===== config.mk =====
export PLATFORM = sky130hd
export DESIGN_NAME = conv_window_addr_gen
export DESIGN_NICKNAME = d
export VERILOG_FILES = /design/src/rtl/cwag_pkg.sv /design/src/rtl/wrap_counter.sv /design/src/rtl/conv_window_addr_gen.sv
export SDC_FILE = /design/constraint.sdc
export NUM_CORES = 1
export LEC_CHECK = 0
export ABC_AREA = 1
export CORE_AREA = 2 2 130 132
export DETAILED_ROUTE_END_ITERATION = 8
export DIE_AREA = 0 0 132 134
export DONT_BUFFER_PORTS = 1
export GPL_ROUTABILITY_DRIVEN = 0
export GPL_TIMING_DRIVEN = 0
export PLACE_DENSITY = 0.7
export SLEW_MARGIN = 15
export SYNTH_ARGS = -nofsm -noshare
export SYNTH_HDL_FRONTEND = slang
export SYNTH_SLANG_ARGS = --single-unit

===== constraint.sdc =====
create_clock -name clk_i -period 3.1 [get_ports clk_i]
set_input_delay 0 -clock clk_i [delete_from_list [all_inputs] [get_ports clk_i]]
set_output_delay 0 -clock clk_i [all_outputs]
set_load 0.05 [all_outputs]

===== src/rtl/cwag_pkg.sv =====
// Shared types and elaboration-time helpers for the convolution window address generator.
package cwag_pkg;

    typedef enum logic [1:0] {
        S_IDLE = 2'd0,
        S_RUN  = 2'd1,
        S_DONE = 2'd2
    } state_e;

    function automatic int out_dim(input int img, input int pad, input int k, input int stride);
        return (img + 2 * pad - k) / stride + 1;
    endfunction

    function automatic int map_size(input int w, input int h);
        return w * h;
    endfunction

    function automatic bit addr_fits(input int addr_w, input int ch, input int w, input int h);
        return (longint'(ch) * w * h - 1) < (longint'(1) << addr_w);
    endfunction

endpackage


===== src/rtl/wrap_counter.sv =====
// Modulo-LIMIT counter; wrap_o pulses on the enabled step that returns it to zero.
module wrap_counter #(
    parameter int LIMIT = 3,
    parameter int CNT_W = 10
) (
    input  logic             clk_i,
    input  logic             rst_ni,
    input  logic             clr_i,
    input  logic             en_i,
    output logic [CNT_W-1:0] count_o,
    output logic             last_o,
    output logic             wrap_o
);

    localparam logic [CNT_W-1:0] MAX = CNT_W'(LIMIT - 1);

    logic [CNT_W-1:0] count_q, count_d;

    assign last_o  = (count_q == MAX);
    assign wrap_o  = en_i & last_o;
    assign count_o = count_q;

    always_comb begin
        count_d = count_q;
        if (clr_i)
            count_d = '0;
        else if (en_i)
            count_d = last_o ? '0 : count_q + CNT_W'(1);
    end

    always_ff @(posedge clk_i or negedge rst_ni) begin
        if (!rst_ni)
            count_q <= '0;
        else
            count_q <= count_d;
    end

endmodule


===== src/rtl/conv_window_addr_gen.sv =====
// Streams BRAM read addresses for every KxK window of every output position and channel.
// Zero-pad border support is built only when CWAG_PAD_EN is defined.
module conv_window_addr_gen
    import cwag_pkg::*;
#(
    parameter int IMG_W    = 28,
    parameter int IMG_H    = 28,
    parameter int K        = 3,
    parameter int STRIDE   = 1,
    parameter int CHANNELS = 1,
    parameter int PAD      = 0,
    parameter int ADDR_W   = 16,
    parameter int CNT_W    = 10
) (
    input  logic              clk_i,
    input  logic              rst_ni,
    input  logic              start_i,
    input  logic              abort_i,
    output logic              busy_o,
    output logic              done_o,
    output logic              out_valid_o,
    input  logic              out_ready_i,
    output logic [ADDR_W-1:0] out_addr_o,
    output logic              out_pad_o,
    output logic              win_last_o,
    output logic              frame_last_o,
    output logic [CNT_W-1:0]  out_row_o,
    output logic [CNT_W-1:0]  out_col_o
);

`ifdef CWAG_PAD_EN
    localparam bit PAD_EN = 1'b1;
`else
    localparam bit PAD_EN = 1'b0;
`endif
    localparam int P     = PAD_EN ? PAD : 0;
    localparam int OUT_W = out_dim(IMG_W, P, K, STRIDE);
    localparam int OUT_H = out_dim(IMG_H, P, K, STRIDE);

    localparam logic [ADDR_W-1:0] IMG_W_A    = ADDR_W'(IMG_W);
    localparam logic [ADDR_W-1:0] ROW_STEP_A = ADDR_W'(STRIDE * IMG_W);
    localparam logic [ADDR_W-1:0] MAP_A      = ADDR_W'(map_size(IMG_W, IMG_H));
    localparam logic [CNT_W-1:0]  STRIDE_C   = CNT_W'(STRIDE);

    if (!addr_fits(ADDR_W, CHANNELS, IMG_W, IMG_H)) begin : g_addr_w_check
        $error("ADDR_W too narrow for CHANNELS*IMG_W*IMG_H");
    end

    state_e state_q, state_d;

    logic run, accept, clr;
    logic w_kj, w_ki, w_oj, w_oi, w_ch;
    logic l_kj, l_ki, l_oj, l_oi, l_ch;
    logic [CNT_W-1:0] kj_cnt, ki_cnt, oj_cnt, oi_cnt, ch_cnt;

    // Running sums replace the r*IMG_W / ch*MAP products
    logic [ADDR_W-1:0] krow_q, krow_d;
    logic [ADDR_W-1:0] orow_base_q, orow_base_d;
    logic [ADDR_W-1:0] ch_base_q, ch_base_d;
    logic [CNT_W-1:0]  ocol_q, ocol_d;
    logic [ADDR_W-1:0] lin_sum, addr_raw;
    logic              in_pad;

    assign run    = (state_q == S_RUN);
    assign accept = run & out_ready_i;
    assign clr    = abort_i | ((state_q == S_IDLE) & start_i);

    wrap_counter #(.LIMIT(K), .CNT_W(CNT_W)) u_kj (
        .clk_i(clk_i), .rst_ni(rst_ni), .clr_i(clr), .en_i(accept),
        .count_o(kj_cnt), .last_o(l_kj), .wrap_o(w_kj)
    );
    wrap_counter #(.LIMIT(K), .CNT_W(CNT_W)) u_ki (
        .clk_i(clk_i), .rst_ni(rst_ni), .clr_i(clr), .en_i(w_kj),
        .count_o(ki_cnt), .last_o(l_ki), .wrap_o(w_ki)
    );
    wrap_counter #(.LIMIT(OUT_W), .CNT_W(CNT_W)) u_oj (
        .clk_i(clk_i), .rst_ni(rst_ni), .clr_i(clr), .en_i(w_ki),
        .count_o(oj_cnt), .last_o(l_oj), .wrap_o(w_oj)
    );
    wrap_counter #(.LIMIT(OUT_H), .CNT_W(CNT_W)) u_oi (
        .clk_i(clk_i), .rst_ni(rst_ni), .clr_i(clr), .en_i(w_oj),
        .count_o(oi_cnt), .last_o(l_oi), .wrap_o(w_oi)
    );
    wrap_counter #(.LIMIT(CHANNELS), .CNT_W(CNT_W)) u_ch (
        .clk_i(clk_i), .rst_ni(rst_ni), .clr_i(clr), .en_i(w_oi),
        .count_o(ch_cnt), .last_o(l_ch), .wrap_o(w_ch)
    );

    always_comb begin
        state_d = state_q;
        unique case (state_q)
            S_IDLE:  if (start_i && !abort_i) state_d = S_RUN;
            S_RUN:   if (abort_i) state_d = S_IDLE;
                     else if (w_ch) state_d = S_DONE;
            S_DONE:  state_d = S_IDLE;
            default: state_d = S_IDLE;
        endcase
    end

    always_comb begin
        krow_d      = krow_q;
        ocol_d      = ocol_q;
        orow_base_d = orow_base_q;
        ch_base_d   = ch_base_q;
        if (clr) begin
            krow_d      = '0;
            ocol_d      = '0;
            orow_base_d = '0;
            ch_base_d   = '0;
        end else begin
            if (w_kj) krow_d      = w_ki ? '0 : krow_q + IMG_W_A;
            if (w_ki) ocol_d      = w_oj ? '0 : ocol_q + STRIDE_C;
            if (w_oj) orow_base_d = w_oi ? '0 : orow_base_q + ROW_STEP_A;
            if (w_oi) ch_base_d   = w_ch ? '0 : ch_base_q + MAP_A;
        end
    end

    always_ff @(posedge clk_i or negedge rst_ni) begin
        if (!rst_ni) begin
            state_q     <= S_IDLE;
            krow_q      <= '0;
            ocol_q      <= '0;
            orow_base_q <= '0;
            ch_base_q   <= '0;
        end else begin
            state_q     <= state_d;
            krow_q      <= krow_d;
            ocol_q      <= ocol_d;
            orow_base_q <= orow_base_d;
            ch_base_q   <= ch_base_d;
        end
    end

    assign lin_sum = ch_base_q + orow_base_q + krow_q + ADDR_W'(ocol_q) + ADDR_W'(kj_cnt);

`ifdef CWAG_PAD_EN
    localparam logic [ADDR_W-1:0]        PAD_OFF_A = ADDR_W'(P * IMG_W + P);
    localparam logic signed [CNT_W+1:0]  P_S       = (CNT_W + 2)'(P);
    localparam logic signed [CNT_W+1:0]  IMG_W_S   = (CNT_W + 2)'(IMG_W);
    localparam logic signed [CNT_W+1:0]  IMG_H_S   = (CNT_W + 2)'(IMG_H);

    logic [CNT_W-1:0]         orow_pos_q, orow_pos_d;
    logic signed [CNT_W+1:0]  r_s, c_s;
    logic                     unused_cnt;

    always_comb begin
        orow_pos_d = orow_pos_q;
        if (clr)
            orow_pos_d = '0;
        else if (w_oj)
            orow_pos_d = w_oi ? '0 : orow_pos_q + STRIDE_C;
    end

    always_ff @(posedge clk_i or negedge rst_ni) begin
        if (!rst_ni)
            orow_pos_q <= '0;
        else
            orow_pos_q <= orow_pos_d;
    end

    // Window coordinates relative to the unpadded map; negative means top/left border
    assign r_s      = $signed({2'b00, orow_pos_q}) + $signed({2'b00, ki_cnt}) - P_S;
    assign c_s      = $signed({2'b00, ocol_q}) + $signed({2'b00, kj_cnt}) - P_S;
    assign in_pad   = (r_s < 0) | (r_s >= IMG_H_S) | (c_s < 0) | (c_s >= IMG_W_S);
    assign addr_raw = lin_sum - PAD_OFF_A;
    assign unused_cnt = ^ch_cnt;
`else
    logic unused_cnt;
    assign in_pad     = 1'b0;
    assign addr_raw   = lin_sum;
    assign unused_cnt = ^{ki_cnt, ch_cnt};
`endif

    assign busy_o       = run;
    assign done_o       = (state_q == S_DONE);
    assign out_valid_o  = run;
    assign out_pad_o    = run & in_pad;
    assign out_addr_o   = (run && !in_pad) ? addr_raw : '0;
    assign win_last_o   = run & l_ki & l_kj;
    assign frame_last_o = run & l_ki & l_kj & l_oj & l_oi & l_ch;
    assign out_row_o    = oi_cnt;
    assign out_col_o    = oj_cnt;

endmodule


# == Word level (Yosys, flattened, before mapping) ==
# Index checks and enable logic that the tools add are counted.
# totals
output_inout_bits,42
input_bits,5
word_cells,86
reg_bits,110
# op_classes
reduce_logical,10
muxes,32
bitwise_logic,13
n_addsub,13
eq_ne,8
# ops
operator,count
$mux W10,18
$mux W16,10
$add A10 B1 Y10 const B,6
$add A16 B10 Y16,2
$add A16 B16 Y16,2
$add A16 B5 Y16 const B,2
$eq A10 B2 Y1 const B,2
$eq A10 B5 Y1 const B,2
$add A16 B10 Y16 const B,1
$and A1 B1 Y1,12
$logic_not A10 Y1,1
$reduce_bool A2 Y1,5
$mux W2,3
$pmux W2 S2,1
$ne A3 B2 Y1 const B,1
$eq A2 B1 Y1 const B,1
$eq A2 B2 Y1 const B,1
$logic_not A2 Y1,1
$ne A2 B1 Y1 const B,1
$reduce_and A2 Y1,1
$logic_and A1 B1 Y1,1
$logic_not A1 Y1,1
$or A1 B1 Y1,1

# == Logic depth before layout (Yosys ltp) ==
# Gate-level depths: netlist (run 1).
# depth
depth_word,10
mapped_depth,17
depth_no_buf,17

# == Hierarchy ==
# From an unflattened synthesis (run 1), not the netlist that was laid out.
# hier_totals
hier_cells,1200
hier_area_um2,8404.3
# modules_own_cells
module,seq_area_each_um2,area_per_inst_um2,n_inst,cells_each
conv_window_addr_gen,1301.2,5007.3,1,707
wrap_counter at u_oi ...,250.2,696.9,2,103
wrap_counter at u_ki ...,250.2,675.6,2,94
wrap_counter at u_ch,250.2,651.9,1,99

# == Least setup slack after synthesis (run 1) ==
# No wires, ideal clock.
# synth_path
kind,register -> output
start,register orow_base_q[4]
end,output out_addr_o[11]
arrival_ps,3795
n_path_buf,0
stages_incl_launch_ff,16
required_ps,3100
path_slack_ps,-695
cell_sequence,dfrtp_1 > inv_1 > fa_1 > inv_1 > fa_1 > inv_1 > fa_1 > inv_1 > ha_1 > a21oi_1 > nand2_1 > nand2_1 > nand2_1 > a21oi_1 > inv_1 > a21oi_1
# synth_via
elab_chain_cells,5
# synth_lines
item,line,source
from (decl),conv_window_addr_gen.sv:58,"logic [ADDR_W-1:0] orow_base_q, orow_base_d;"
from (signal assigned),conv_window_addr_gen.sv:129,orow_base_q <= orow_base_d;
$add A16 B16 Y16 (2 in series),conv_window_addr_gen.sv:134,assign lin_sum = ch_base_q + orow_base_q + krow_q + ADDR_W'(ocol_q) + ADDR_W'(kj_cnt);
$add A16 B10 Y16 (2 in series),conv_window_addr_gen.sv:134,
$mux W16,conv_window_addr_gen.sv:178,assign out_addr_o = (run && !in_pad) ? addr_raw : '0;
to (decl),conv_window_addr_gen.sv:23,"output logic [ADDR_W-1:0] out_addr_o,"
# Every way passes these cells.

# == Worst setup path after layout (run 1) ==
# layout_path
start,register orow_base_q[5]
end,output out_addr_o[10]
# Same word-level chain as after synthesis.

==> out/qor.yml, run 1 <==
setup_path:
  cp_data_required_time_ps: 3100
  critPathLaunchType: "flip-flop"
  path_class: "flip-flop to output port"
  worstSetupEndpointType: "output port"
  crit_arrival_ps: 3810
  cp_max_fo: 5
cells_and_area:
  fillers: 1458
  finalNonFillerCells: 1377
  final_nets: 1230
  drive_above_1_share_pct: 15.6
  antennaDiodeCount: 0
  syn_to_final_growth_pct: 18.5
power:
  intPower_mw: 1.98
  switchingPower_uw: 739
  pwr-share-clk_pct: 38.4
  power_frac_seq_pct: 49.5
  ir_drop_mv: 0.216
  p_sw_share_pct: 27.2
  leakagePower_nw: 4.47
  power_density_mw_per_mm2: 289
  p_comb_share_pct: 12.0
timing:
  fin_skew_ps: 11.2
  maxSlewViolCount: 0
  worst_slew_pin_slew_ps: 1290
  finalSetupViolCount: 12
  rsz0062_at_grt: "yes"
  setup_ws_ps: -708
  finalSetupTns_ps: -6980
  period_minus_slack_ps: 3810
  hold_viol_final: 0
  maxSlewHeadroom_pct: 14.3
  whs_ps: 60.9
  finalCritPeriodShare_pct: 123
  fmax_mhz: 263
synthesis:
  synth_most_common_cell: "nand2_1"
  syn_avg_cell_area_um2: 7.24
  ys_seq_area_share_pct: 32.1
  syn_inst: 1098
  async_flop_share_pct: 100
  synth.distinct_cells: 38
  yosys_most_used_dff: "dfrtp_1"
  synth-seq-cells: 102
  synthTopCellsByCount: "239 x nand2_1, 180 x inv_1, 112 x nor2_1, 102 x dfrtp_1, 72 x nand3_1"
  syn_area_mm2: 0.00795
  synth_top_area_share_pct: 32.1
  synth_edf_count: 0
  yosysWarningCount: 0
  yosys-top-cells-area: "dfrtp_1 32%, nand2_1 11%, inv_1 8.5%"
  yosys.area.top_type: "dfrtp_1"
min_path:
  hold_class: "input pin to flip-flop"
route:
  firstDrtPassIters: 8
  vias_per_cell: 5.51
  drtIter0Drc: 466
  drt_wl_total_um: 22100
  drc: 0
  wl_per_cell_um: 16.1
  ant_nets: 0
  dr_total_vias: 7592
clock_network:
  tritoncts: "yes"
  insertion_delay_ps: 360
  h-tree-depth: 3
  ctsRootBufferMaster: "clkbuf_16"
  clk_path_buf_depth: 2
  clk_pin_slew_ps: 60
  cts.sinks: 102
  numCtsBuffers: 9
grt:
  grt-busiest-layer: "met2"
  grt_use_total_pct: 24.7
  grt.met1_usage_pct: 33.4
  antenna_found_initial: 0
  grt_pass1_wl_um: 34900
  overflow: 0
  use_met2_pct: 40.2
  grt_start_max_net_pins: 103
  grt_pass1_vias: 7045
  grtUsageMet3_pct: 3.82
place:
  place.port_buffers: 0
  dp_cells: 1321
  place_ws_ps: -363
  dp_hpwl_um: 15600
die:
  die-height_um: 134
  fp-row-count: 47
  core_mm2: 0.0163
  die-width_um: 132
  start_util_pct: 48.8
  dieArea_mm2: 0.0177
  io-pin-count: 47
run_status:
  violations: "negative setup slack"
  outcome: "complete, but fails checks"
run:
  max_cap_violations: 0
==> routing by layer <==
metal | part of all wire [%] | routed length (um)
met2 | 46 | 10200
met5 | 0 | 0
met4 | 3.0 | 671
met1 | 44 | 9740
met3 | 6.6 | 1470
==> cell usage in the layout, fill, tap and decap left out, types with 32 or more instances in the layout <==
cell       n
nand2_1  221
dfrtp_1  101
ha_1      34
xor2_1    34
nand4_1   61
inv_1    158
nor3_1    32
nand3_1   62
o21ai_0   56
nor2_1   100
buf_4     34
==> area by class of cell <==
cell class	instances	area, um2	share of cell area [%]
well taps	220	275	2.92
clock buffers	13	250	2.66
repair buffers	43	385	4.09
clock inverters	1	7.51	0.0797
inverters	184	691	7.33
multi-input cells	791	5150	54.6
flip-flops and latches	102	2550	27.1
plain buffers	23	111	1.18
==> worst paths after layout <==
check                                      from               to  slack (ps)  depth (start not counted)
worst min-delay path                    start_i  u_oi.count_o[1]          60                          4
worst max-delay path             orow_base_q[5]   out_addr_o[10]        -710                         15
worst max register to register  u_oj.count_o[0]       state_q[0]         270                          8
min in group asynchronous                rst_ni        ocol_q[1]         260                          2
max in group asynchronous                rst_ni  u_ch.count_o[4]        2430                          2
worst min register to register  u_ch.count_o[9]  u_ch.count_o[9]         520                          2
==> metrics by stage <==
stage	utilization, %	cell area, um2	power, mW
4_1_cts	56.1	9150	2.72
6_report	57.8	9420	2.72
3_5_place_dp	52.1	8490	1.62
3_3_place_gp	52.1	8480	1.62
5_1_grt	57.8	9420	2.82
2_1_floorplan	-	8210	1.55
==> flip-flops by register name, summed over array words and instances (netlist names) <==
signal and cells:
u_ch.count_o 10, ocol_q 10, u_oi.count_o 10, ch_base_q 12, u_kj.count_o 10, u_oj.count_o 10
state_q 2, orow_base_q 14, u_ki.count_o 10, krow_q 14
==> critical path: stages (launching register included) <==
cell and delay, ps:
dfrtp_1 380, inv_2 90, fa_1 530, inv_1 60, fa_1 490, inv_1 50, fa_1 490, inv_2 50
ha_4 260, a21oi_4 210, o21ai_2 90, a21oi_2 130, nand2_1 80, nand2_1 70, nand2_2 80, nor2_4 380
==> cells by family after synthesis <==
group | after synthesis | synth area share (%)
flops | 102 | 32.1
buf+inv | 207 | 10.1
compound gates | 139 | 9.36
fa+ha+maj | 71 | 13.9
xor+xnor | 39 | 4.30
simple gates | 538 | 30.2
other cells | 2 | 0.0944
==> power groups by stage <==
stage / Clock (mW) / Combinational (mW) / Sequential (mW)
finish: 1.04 / 0.327 / 1.35
global route: 1.12 / 0.355 / 1.34
CTS: 1.07 / 0.309 / 1.34
detailed placement: 0 / 0.246 / 1.37
global placement: 0 / 0.245 / 1.37
floorplan: 0 / 0.180 / 1.37
==> repair_timing <==
action / CTS / global route
resized for setup: 37 / 49
setup endpoints to repair: 14 / 14
cloned: 0 / 0
hold buffers: 7 / 0
hold endpoints to repair: 107 / 0
pin swaps: 29 / 38
setup buffers: 25 / 11
No activity file was read; power rests on OpenSTA's default activity.
==> inputs of run 2 (changes only) <==
--- a/config.mk
+++ b/config.mk
@@ -5,10 +5,9 @@
 export SDC_FILE = /design/constraint.sdc
 export NUM_CORES = 1
 export LEC_CHECK = 0
-export ABC_AREA = 1
-export CORE_AREA = 2 2 130 132
+export CORE_AREA = 2 2 124 126
 export DETAILED_ROUTE_END_ITERATION = 8
-export DIE_AREA = 0 0 132 134
+export DIE_AREA = 0 0 126 128
 export DONT_BUFFER_PORTS = 1
 export GPL_ROUTABILITY_DRIVEN = 0
 export GPL_TIMING_DRIVEN = 0
==> run 2 against run 1 <==
The flow still finishes with violations (negative setup slack). Combinational power rose by 25%. Largest power group unchanged. Via count shrank 23%. Utilization is 1.2 points lower. Count of clock-buffer cells in the layout fell by 3. Sequential cell count unchanged. Critical endpoint is now out_addr_o[14]. Hold slack improved by 90 ps. Highest routed layer unchanged. Power is 8.6% higher.
==> out/qor.yml, run 2 <==
run_status:
  outcome: "complete, but fails checks"
  violations: "negative setup slack"
synthesis:
  synth_top_area_share_pct: 35.3
  synth_most_common_cell: "dfrtp_1"
  synth.distinct_cells: 64
  synthTopCellsByCount: "102 x dfrtp_1, 90 x nor2_1, 82 x inv_1, 64 x nand2_1"
  syn_area_mm2: 0.00723
  synth_edf_count: 0
  yosysWarningCount: 0
  syn_inst: 799
  syn_avg_cell_area_um2: 9.05
  yosys_most_used_dff: "dfrtp_1"
  yosys-top-cells-area: "dfrtp_1 35%, fa_1 8.0%, ha_1 7.3%"
  async_flop_share_pct: 100
  yosys.area.top_type: "dfrtp_1"
  synth-seq-cells: 102
  ys_seq_area_share_pct: 35.3
die:
  die-width_um: 126
  start_util_pct: 48.6
  die-height_um: 128
  fp-row-count: 45
  core_mm2: 0.0149
  dieArea_mm2: 0.0161
  io-pin-count: 47
clock_network:
  tritoncts: "yes"
  cts.sinks: 102
  h-tree-depth: 3
  clk_path_buf_depth: 2
  numCtsBuffers: 9
  clk_pin_slew_ps: 70
  insertion_delay_ps: 350
  ctsRootBufferMaster: "clkbuf_16"
place:
  place_ws_ps: -701
  dp_hpwl_um: 12700
  place.port_buffers: 0
cells_and_area:
  top_regs: "krow_q (14), orow_base_q (14), ch_base_q (12)"
  syn_to_final_growth_pct: 16.5
  fillers: 1294
  layout.cells.most_common: "dfrtp_1"
  antennaDiodeCount: 0
  drive_above_1_share_pct: 16.1
  final_nets: 922
  final_cell_mix: "97 x dfrtp_1, 80 x nor2_1, 69 x inv_1"
timing:
  fmax_mhz: 248
  worst_slew_pin_slew_ps: 1150
  rsz0062_at_grt: "yes"
  finalSetupViolCount: 12
  finalCritPeriodShare_pct: 130
  fin_skew_ps: 12.9
  period_minus_slack_ps: 4040
  maxSlewViolCount: 0
  maxSlewHeadroom_pct: 23.6
  setup_ws_ps: -939
  hold_viol_final: 0
route:
  route.met3.wl_um: 630
  firstDrtPassIters: 5
  drtIter0Drc: 407
  dr_total_vias: 5878
  m1WireLength_um: 8030
  vias_per_cell: 5.66
  wl_met2_um: 8410
  drt_wl_total_um: 17400
  drc: 0
  ant_nets: 0
  highest_layer: "met4"
  wl_per_cell_um: 16.8
min_path:
  hp-start: "out_ready_i"
  worstHoldEndpoint: "u_kj.count_o[0]"
  hold_class: "input pin to flip-flop"
  worstHoldPathCells: 4
power:
  power_density_mw_per_mm2: 350
  ir_drop_mv: 0.246
  p_total_mw: 2.95
  leakagePower_nw: 3.77
setup_path:
  r2r-start: "u_oi.count_o[0]"
  cp_data_required_time_ps: 3100
  crit_arrival_ps: 4040
  worstSetupEndpointType: "output port"
  path_class: "flip-flop to output port"
  cp_max_fo: 3
  critPathLaunchType: "flip-flop"
  reg2regPathDepth: 8
  r2r_end: "state_q[0]"
  regToRegSetupSlack_ps: 120
grt:
  grt_use_total_pct: 22.3
  grt_pass1_wl_um: 29000
  grt_pass1_vias: 5810
  overflow: 0
  grt_start_max_net_pins: 103
  antenna_found_initial: 0
run:
  max_cap_violations: 0
[run 2: worst max path at each step]
stage	from	to	slack (ps)	depth (start not counted)
after floorplan	krow_q[4]	out_addr_o[14]	-410	13
after global placement	ch_base_q[5]	out_addr_o[14]	-700	12
after detailed placement	krow_q[6]	out_addr_o[14]	-700	12
after CTS	krow_q[4]	out_addr_o[14]	-970	13
after global routing	krow_q[4]	out_addr_o[14]	-1060	12
final	krow_q[4]	out_addr_o[14]	-940	12
[run 2: layout make-up]
class                   instances  area (um2)  share of cell area (%)
clock buffers                  10         239                    2.84
clock inverters                 6        70.1                   0.832
plain buffers                  25         128                    1.52
flip-flops and latches        102        2560                    30.4
inverters                      82         308                    3.65
repair buffers                 34         303                    3.60
well taps                     188         235                    2.79
multi-input cells             592        4580                    54.4
[run 2: kinds of logic after synthesis]
logic type / share of synthesized area, %
AOI/OAI and AO/OA: 12.2
xor gates and xnor gates: 8.60
adders and majority gates: 15.3
buffers and inverters: 6.00
DFF: 35.3
muxes: 0.277
other: 0.104
and+or+nand+nor: 22.2
[run 2: metal layers]
| layer | track usage, % | vias up |
|---|---|---|
| met5 | 0 | - |
| met4 | 6.59 | 0 |
| met3 | 3.55 | 26 |
| met2 | 37.0 | 123 |
| met1 | 30.5 | 2892 |
| li1 | - | 2837 |
[run 2: worst max-delay path, stage by stage, from the launching register on]
cell,delay [ps]
dfrtp_1,360
inv_2,60
fa_1,530
inv_1,50
fa_1,490
inv_2,40
fa_1,500
inv_2,50
ha_4,260
nand4b_1,160
a21oi_2,240
o21ai_2,90
o211ai_1,850
[run 2: power by group]
| part | total (mW) | leakage, nW | internal [mW] | switching (mW) |
|---|---|---|---|---|
| clock network | 1.18 | 0.153 | 0.654 | 0.522 |
| registers | 1.37 | 1.41 | 1.35 | 0.0221 |
| logic | 0.408 | 2.21 | 0.124 | 0.284 |
[run 2: timing repair]
action                                  in CTS  in global routing
pin swaps                                   29                 21
endpoints found under the hold margin      104                  0
hold buffers                                 4                  0
buffers inserted                            20                 10
endpoints found under the setup margin      32                 22
gates resized for setup                     31                 12
[run 2: through the flow]
step / cells / cell area (um2) / util, % / hold slack [ps] / setup TNS (ps)
after global routing: 1039 / 8420 / 56.7 / 199 / -9740
after global placement: 989 / 7640 / 51.4 / -288 / -4390
final: 1039 / 8420 / 56.7 / 151 / -8200
after detailed placement: 989 / 7650 / 51.5 / -288 / -5190
after floorplan: 801 / 7410 / - / -296 / -2030
after CTS: 1029 / 8290 / 55.8 / 138 / -7870
